==> config.mk <==
export PLATFORM = sky130hd
export DESIGN_NAME = z16_fetch_unit_flat
export DESIGN_NICKNAME = d
export VERILOG_FILES = /design/src/rtl/z16_fetch_unit_if.sv /design/src/rtl/z16_fetch_unit.sv /design/src/flat_wrapper.sv
export SDC_FILE = /design/constraint.sdc
export NUM_CORES = 1
export LEC_CHECK = 0
export CAP_MARGIN = 40
export CORE_MARGIN = 3
export CORE_UTILIZATION = 25
export CTS_CLUSTER_DIAMETER = 200
export DETAILED_ROUTE_END_ITERATION = 10
export GPL_TIMING_DRIVEN = 0
export SETUP_SLACK_MARGIN = 0.05
export SYNTH_ARGS = -nofsm -noshare
export SYNTH_HDL_FRONTEND = slang
export SYNTH_SLANG_ARGS = --single-unit
==> constraint.sdc <==
create_clock -name i_clk -period 2.3 [get_ports i_clk]
set_input_delay 0.46 -clock i_clk [delete_from_list [all_inputs] [get_ports i_clk]]
set_output_delay 0.46 -clock i_clk [all_outputs]
set_load 0.005 [all_outputs]
==> src/rtl/z16_fetch_unit_if.sv <==
// Fetch-unit bus bundle: instruction-memory port, decode handshake and redirect.
// The master modport is the fetch unit; the slave side is memory plus decode.
interface z16_fetch_unit_if;
  logic [15:0] o_imem_addr;
  logic [15:0] i_imem_instr;
  logic        o_valid;
  logic        i_ready;
  logic [15:0] o_instr;
  logic [15:0] o_pc;
  logic [15:0] o_pc_next;
  logic        i_redirect;
  logic [15:0] i_redirect_addr;
  logic        o_fault;

  modport master (
    output o_imem_addr,
    input  i_imem_instr,
    output o_valid,
    input  i_ready,
    output o_instr,
    output o_pc,
    output o_pc_next,
    input  i_redirect,
    input  i_redirect_addr,
    output o_fault
  );

  modport slave (
    input  o_imem_addr,
    output i_imem_instr,
    input  o_valid,
    output i_ready,
    input  o_instr,
    input  o_pc,
    input  o_pc_next,
    output i_redirect,
    output i_redirect_addr,
    input  o_fault
  );
endinterface

==> src/rtl/z16_fetch_unit.sv <==
// Z16 fetch: one-cycle latency, one instr/cycle; holds output while !i_ready, redirect flushes.
// Optional fetch bound check enabled by defining Z16_FETCH_BOUND_EN (default build: disabled).
module z16_fetch_unit #(
  parameter logic [15:0] RESET_PC  = 16'h0000,
  parameter int unsigned MEM_WORDS = 11
) (
  input  logic              i_clk,
  input  logic              i_rst,
  z16_fetch_unit_if.master  bus
);

`ifdef Z16_FETCH_BOUND_EN
  localparam bit BOUND_EN = 1'b1;
`else
  localparam bit BOUND_EN = 1'b0;
`endif

  typedef enum logic [1:0] {
    S_START = 2'd0,
    S_RUN   = 2'd1,
    S_FAULT = 2'd2
  } state_t;

  state_t      state_q, state_n;
  logic [15:0] fetch_pc_q, fetch_pc_n;
  logic [15:0] instr_q, instr_n;
  logic [15:0] pc_q, pc_n;
  logic        valid_q, valid_n;
  logic        fault_q, fault_n;

  logic [31:0] word_idx;
  logic        bound_hit;
  logic        fetch_slot;

  assign word_idx   = {17'd0, fetch_pc_q[15:1]};
  assign bound_hit  = BOUND_EN && (word_idx >= MEM_WORDS);
  // The output slot is free when empty or being drained this cycle.
  assign fetch_slot = !valid_q || bus.i_ready;

  always_ff @(posedge i_clk or posedge i_rst) begin
    if (i_rst) begin
      state_q    <= S_START;
      fetch_pc_q <= RESET_PC;
      instr_q    <= 16'h0000;
      pc_q       <= RESET_PC;
      valid_q    <= 1'b0;
      fault_q    <= 1'b0;
    end else begin
      state_q    <= state_n;
      fetch_pc_q <= fetch_pc_n;
      instr_q    <= instr_n;
      pc_q       <= pc_n;
      valid_q    <= valid_n;
      fault_q    <= fault_n;
    end
  end

  always_comb begin
    state_n    = state_q;
    fetch_pc_n = fetch_pc_q;
    instr_n    = instr_q;
    pc_n       = pc_q;
    valid_n    = valid_q;
    fault_n    = fault_q;

    if (bus.i_redirect) begin
      // Redirect wins everywhere; the held instruction is dropped.
      fetch_pc_n = bus.i_redirect_addr & 16'hFFFE;
      valid_n    = 1'b0;
      fault_n    = 1'b0;
      state_n    = S_RUN;
    end else begin
      case (state_q)
        S_START: begin
          state_n = S_RUN;
        end
        S_RUN: begin
          if (fetch_slot) begin
            if (bound_hit) begin
              valid_n = 1'b0;
              fault_n = 1'b1;
              state_n = S_FAULT;
            end else begin
              instr_n    = bus.i_imem_instr;
              pc_n       = fetch_pc_q;
              valid_n    = 1'b1;
              fetch_pc_n = fetch_pc_q + 16'd2;
            end
          end
        end
        S_FAULT: begin
          if (bus.i_ready) begin
            valid_n = 1'b0;
          end
        end
        default: begin
          state_n = S_START;
        end
      endcase
    end
  end

  assign bus.o_imem_addr = fetch_pc_q;
  assign bus.o_valid     = valid_q;
  assign bus.o_instr     = instr_q;
  assign bus.o_pc        = pc_q;
  assign bus.o_pc_next   = pc_q + 16'd2;
  assign bus.o_fault     = fault_q;

endmodule
==> src/flat_wrapper.sv <==
// flat-port wrapper written by rule: the top's interface ports become plain ports
module z16_fetch_unit_flat 
#(
  parameter logic [15:0] RESET_PC  = 16'h0000,
  parameter int unsigned MEM_WORDS = 11
)
  (i_clk, i_rst, bus_o_imem_addr, bus_i_imem_instr, bus_o_valid, bus_i_ready, bus_o_instr, bus_o_pc, bus_o_pc_next, bus_i_redirect, bus_i_redirect_addr, bus_o_fault);
  z16_fetch_unit_if bus_i ();
  input  logic i_clk;
  input  logic i_rst;
  output wire logic [$bits(bus_i.o_imem_addr)-1:0] bus_o_imem_addr;
  input wire logic [$bits(bus_i.i_imem_instr)-1:0] bus_i_imem_instr;
  output wire logic [$bits(bus_i.o_valid)-1:0] bus_o_valid;
  input wire logic [$bits(bus_i.i_ready)-1:0] bus_i_ready;
  output wire logic [$bits(bus_i.o_instr)-1:0] bus_o_instr;
  output wire logic [$bits(bus_i.o_pc)-1:0] bus_o_pc;
  output wire logic [$bits(bus_i.o_pc_next)-1:0] bus_o_pc_next;
  input wire logic [$bits(bus_i.i_redirect)-1:0] bus_i_redirect;
  input wire logic [$bits(bus_i.i_redirect_addr)-1:0] bus_i_redirect_addr;
  output wire logic [$bits(bus_i.o_fault)-1:0] bus_o_fault;
  assign bus_o_imem_addr = bus_i.o_imem_addr;
  assign bus_i.i_imem_instr = bus_i_imem_instr;
  assign bus_o_valid = bus_i.o_valid;
  assign bus_i.i_ready = bus_i_ready;
  assign bus_o_instr = bus_i.o_instr;
  assign bus_o_pc = bus_i.o_pc;
  assign bus_o_pc_next = bus_i.o_pc_next;
  assign bus_i.i_redirect = bus_i_redirect;
  assign bus_i.i_redirect_addr = bus_i_redirect_addr;
  assign bus_o_fault = bus_i.o_fault;
  z16_fetch_unit #(.RESET_PC(RESET_PC), .MEM_WORDS(MEM_WORDS)) u_core (.i_clk(i_clk), .i_rst(i_rst), .bus(bus_i));
endmodule
### Yosys cells after proc, flatten, opt, wreduce, memory -nomap -nowiden

Cells that the tools add are included.

| word-level totals | value |
|---|---|
| bits in registers | 51 |
| output and inout port bits | 66 |
| logic and storage cells | 32 |
| input port bits | 36 |

| cells by class | value |
|---|---|
| reduce and logical (&&, ||, !) cells | 10 |
| $add $sub $neg | 2 |
| equality and inequality tests | 5 |
| bitwise operators | 1 |
| mux-type cells | 9 |

Operators by type and width:

| kind | count |
|---|---|
| two-way mux 16 bit | 3 |
| adder 16 x 2 -> 16 bit (second input constant) | 2 |
| AND reduction 3 bit | 2 |
| case mux 2 bit (2 select lines) | 1 |
| nonzero test 2 bit | 2 |
| two-way mux 1 bit | 3 |
| inequality test 3 x 2 -> 1 bit (second input constant) | 1 |
| inequality test 3 bit (second input constant) | 1 |
| nonzero test 3 bit | 1 |
| equality test 2 x 1 -> 1 bit (second input constant) | 1 |
| equality test 2 bit (second input constant) | 1 |
| logical NOT 2 bit | 1 |
| two-way mux 2 bit | 1 |
| inequality test 2 x 1 -> 1 bit (second input constant) | 1 |
| case mux 1 bit (2 select lines) | 1 |
| AND reduction 2 bit | 1 |
| OR reduction 2 bit | 1 |
| logical NOT 1 bit | 1 |
| logical OR 1 bit | 1 |
| inverter 1 bit | 1 |

### Depth between registers and ports, before layout

| logic depth | value |
|---|---|
| depth after elaboration | 5 |
| gate-level depth with buffers | 5 |
| mapped depth without buffers | 5 |

### Worst setup path before layout

OpenSTA, ideal clock, no wires.

| timing | value |
|---|---|
| kind | reg2out |
| start point | register u_core.pc_q[1], in the netlist u_core.bus.o_pc[1] |
| end point | output bus_o_pc_next[11] |
| required time | 1.840 ns |
| buffers on the path | 0 |
| path slack | 0.623 ns |
| cell stages (with the launch flop) | 6 |
| arrival time | 1.217 ns |
| path through | dfrtp_1 > ha_1 > nand3_1 > nor2_1 > nand4_1 > xnor2_1 |

| between the ends | value |
|---|---|
| longest elaborated chain between the ends | 1 |

RTL lines:

| element | line | text |
|---|---|---|
| start: declaration | z16_fetch_unit.sv:27 | `logic [15:0] pc_q, pc_n;` |
| start signal: assignment | z16_fetch_unit.sv:52 | `pc_q <= pc_n;` |
| adder 16 x 2 -> 16 bit | z16_fetch_unit.sv:107 | `assign bus.o_pc_next = pc_q + 16'd2;` |
| end: declaration | flat_wrapper.sv:17 | `output wire logic [$bits(bus_i.o_pc_next)-1:0] bus_o_pc_next;` |

No other way between the ends.

### Worst setup path in the final report

| timing | value |
|---|---|
| start point | register u_core.pc_q[2], in the netlist u_core.bus.o_pc[2] |
| end point | output bus_o_pc_next[7] |

Same word-level chain as after synthesis.

==> impl_metrics.toml <==
[routing]
drtIter0Drc = 63
firstDrtPassIters = 4
ant_nets = 0
dr_total_vias = 1999
wl_per_cell_um = 13.9
drc_errors = 0
wl_mm = 6.42
viasPerCell = 4.35

[global_routing]
gr-total-overflow = 0
track_usage = 0.121
grt_max_degree = 39
grt_pass1_wl_mm = 10.6
antenna_found_initial = 0
grt_pass1_vias = 2032

[hold_path]
hold_class = "input port to asynchronous set/reset pin"

[critical_path]
worstReg2RegEnd = "u_core.bus.o_instr[1]"
worstSetupPathType = "register to output pin"
crit_arrival_ps = 1730
r2r-start = "u_core.bus.o_valid"
end_kind = "output pin"
required_ps = 1840
r2r_cells = 5
startpoint_type = "register"
reg2reg_slack_ps = 570
crit_fanout = 3

[floorplanning]
die_w_um = 104
die_h_um = 104
initial_core_util = 0.258
dieArea_um2 = 10800
coreArea_um2 = 9280
row_count = 35
ioPinCount = 102

[synthesis]
synth_seq_cells = 48
synth_edf_count = 0
yosysSeqAreaShare = 0.502
synthArstFlopShare = 1.00
synth_area_um2 = 2390
postSynthCellCount = 217
ys.flop_type = "dfrtp_1"
syn_avg_cell_area_um2 = 11.0
yosysWarningCount = 0
yosys.cell_types.count = 32

[layout]
final_cell_mix = "87 x clkdlybuf4s50_1, 44 x dfrtp_1, 32 x mux2_2"
fin_cells = 460
antennaDiodeCount = 0
fin_util = 0.401
fin_area_um2 = 3720
final_nets = 368
final_common_cell = "clkdlybuf4s50_1"
n_fill_cell = 943
drive_gt1_frac = 0.218
syn_to_final_growth_pct = 55.7

[power_and_ir_drop]
p_leak_nw = 1.54
powerDensity_nw_per_um2 = 681
power_mw = 2.53
irDropWorstVdd_mv = 0.227

[sta]
clock.fmax_ghz = 0.457
slew_violations = 0
slew_headroom = 0.670
fin_crit_sh = 0.952
rsz0062_at_grt = "yes"
fin_setup_tns_ps = 0
final_hold_viol_count = 0
fin_skew_ps = 8.47
setup_violations = 0
fin_crit_ps = 2190
tightestPinTransition_ps = 491

[placement]
gp_congestion = 0.759
io_buffers = 96
placed_cells = 446
place_area_um2 = 3540
dp.final_hpwl_mm = 4.96

[status]
status = "finished clean"

[clock_network]
cts-htree-levels = 2
cts_tree = "done"
ctsHoldBuffers = 0
cts_buffers = 5
clock_sinks = 48
worstSkewPairLatency_ps = 300
cts_root_buf = "clkbuf_8"
clk_pin_slew_ps = 90
clk_path_buf_depth = 2

[job]
max_cap_violations = 0
-- final cells by class --
class,count,area [µm²],share of cell area
timing repair buffer,103,1010,0.272
inverter,8,30.0,0.00807
sequential,48,1210,0.324
buffer,11,60.1,0.0161
multi-input combinational,153,1160,0.311
tap,129,161,0.0434
clock buffer,7,86.3,0.0232
clock inverter,1,7.51,0.00202
-- cell usage after synthesis, types with 2 or more instances --
master    count  share of area
dfrtp_1      48           0.50
mux2_2       32           0.15
nand2_1      21          0.033
nor2_1       15          0.024
xnor2_1      11          0.040
nand3_1      10          0.021
xor2_1        9          0.033
inv_1         8          0.013
nand4_1       8          0.021
o21ai_0       7          0.015
and3_1        5          0.013
buf_4         4          0.013
clkbuf_1      4         0.0063
nor3_1        4         0.0084
buf_2         3         0.0063
a22oi_1       2         0.0063
a311o_1       2         0.0084
a31o_2        2         0.0073
a31oi_1       2         0.0052
and2_1        2         0.0052
and4_1        2         0.0073
conb_1        2         0.0031
ha_1          2          0.010
mux2i_1       2         0.0084
nand2b_1      2         0.0052
nor2b_1       2         0.0052
-- kinds of logic after synthesis --
family	synth area share
xor+xnor	0.0733
buf+inv	0.0377
mux	0.159
flops	0.502
simple gates	0.162
fa+ha+maj	0.0105
compound gates	0.0518
other cells	0.00314
-- layer usage --
metal,track usage,wire [µm],vias to the layer above
met4,0.0427,127,0
met1,0.147,2760,962
met5,0,0,-
met2,0.214,3220,57
li1,-,-,969
met3,0.0243,312,11
-- stage by stage --
stage / hold WS [ps] / setup WS (ps)
3_3_place_gp: 488 / -351
2_1_floorplan: 505 / 623
3_5_place_dp: 495 / -94.6
6_report: 398 / 109
5_1_grt: 401 / 22.6
4_1_cts: 401 / 36.7
-- repair_timing --
| item | 4_1_cts | 5_1_grt |
|---|---|---|
| buffers inserted | 4 | 2 |
| pin swaps | 2 | 3 |
| endpoints found under the setup margin | 11 | 4 |
| resized for setup | 23 | 4 |
| cloned | 0 | 0 |
-- critical path, stage by stage (launching register included) --
cell and delay [ps]:
dfrtp_1 400, ha_4 170, nand3_4 100, nor2_2 110
xor2_1 140, clkdlybuf4s50_1 510
-- report_power, final --
| part | internal, mW | switching (mW) | total, mW |
|---|---|---|---|
| logic | 0.577 | 0.270 | 0.847 |
| clock network | 0.245 | 0.286 | 0.530 |
| registers | 0.986 | 0.170 | 1.16 |
-- sequential cells by signal (all words and copies together) (netlist names) --
signal and count:
u_core.bus.o_instr 16, u_core.bus.o_imem_addr 15, u_core.bus.o_pc 15, u_core.bus.o_valid 1, u_core.state_q 1
-- how the worst max path moves through the flow --
stage / from / to / slack [ps] / cells after the start
6_report: u_core.bus.o_pc[2] / bus_o_pc_next[7] / 110 / 5
5_1_grt: u_core.bus.o_pc[2] / bus_o_pc_next[7] / 20 / 5
3_5_place_dp: u_core.bus.o_pc[1] / bus_o_pc_next[15] / -90 / 6
3_3_place_gp: i_rst / u_core.bus.o_pc[1] / -350 / 2
2_1_floorplan: u_core.bus.o_pc[1] / bus_o_pc_next[11] / 620 / 5
4_1_cts: u_core.bus.o_pc[1] / bus_o_pc_next[15] / 40 / 7
Power figures use the tool's default switching activity.
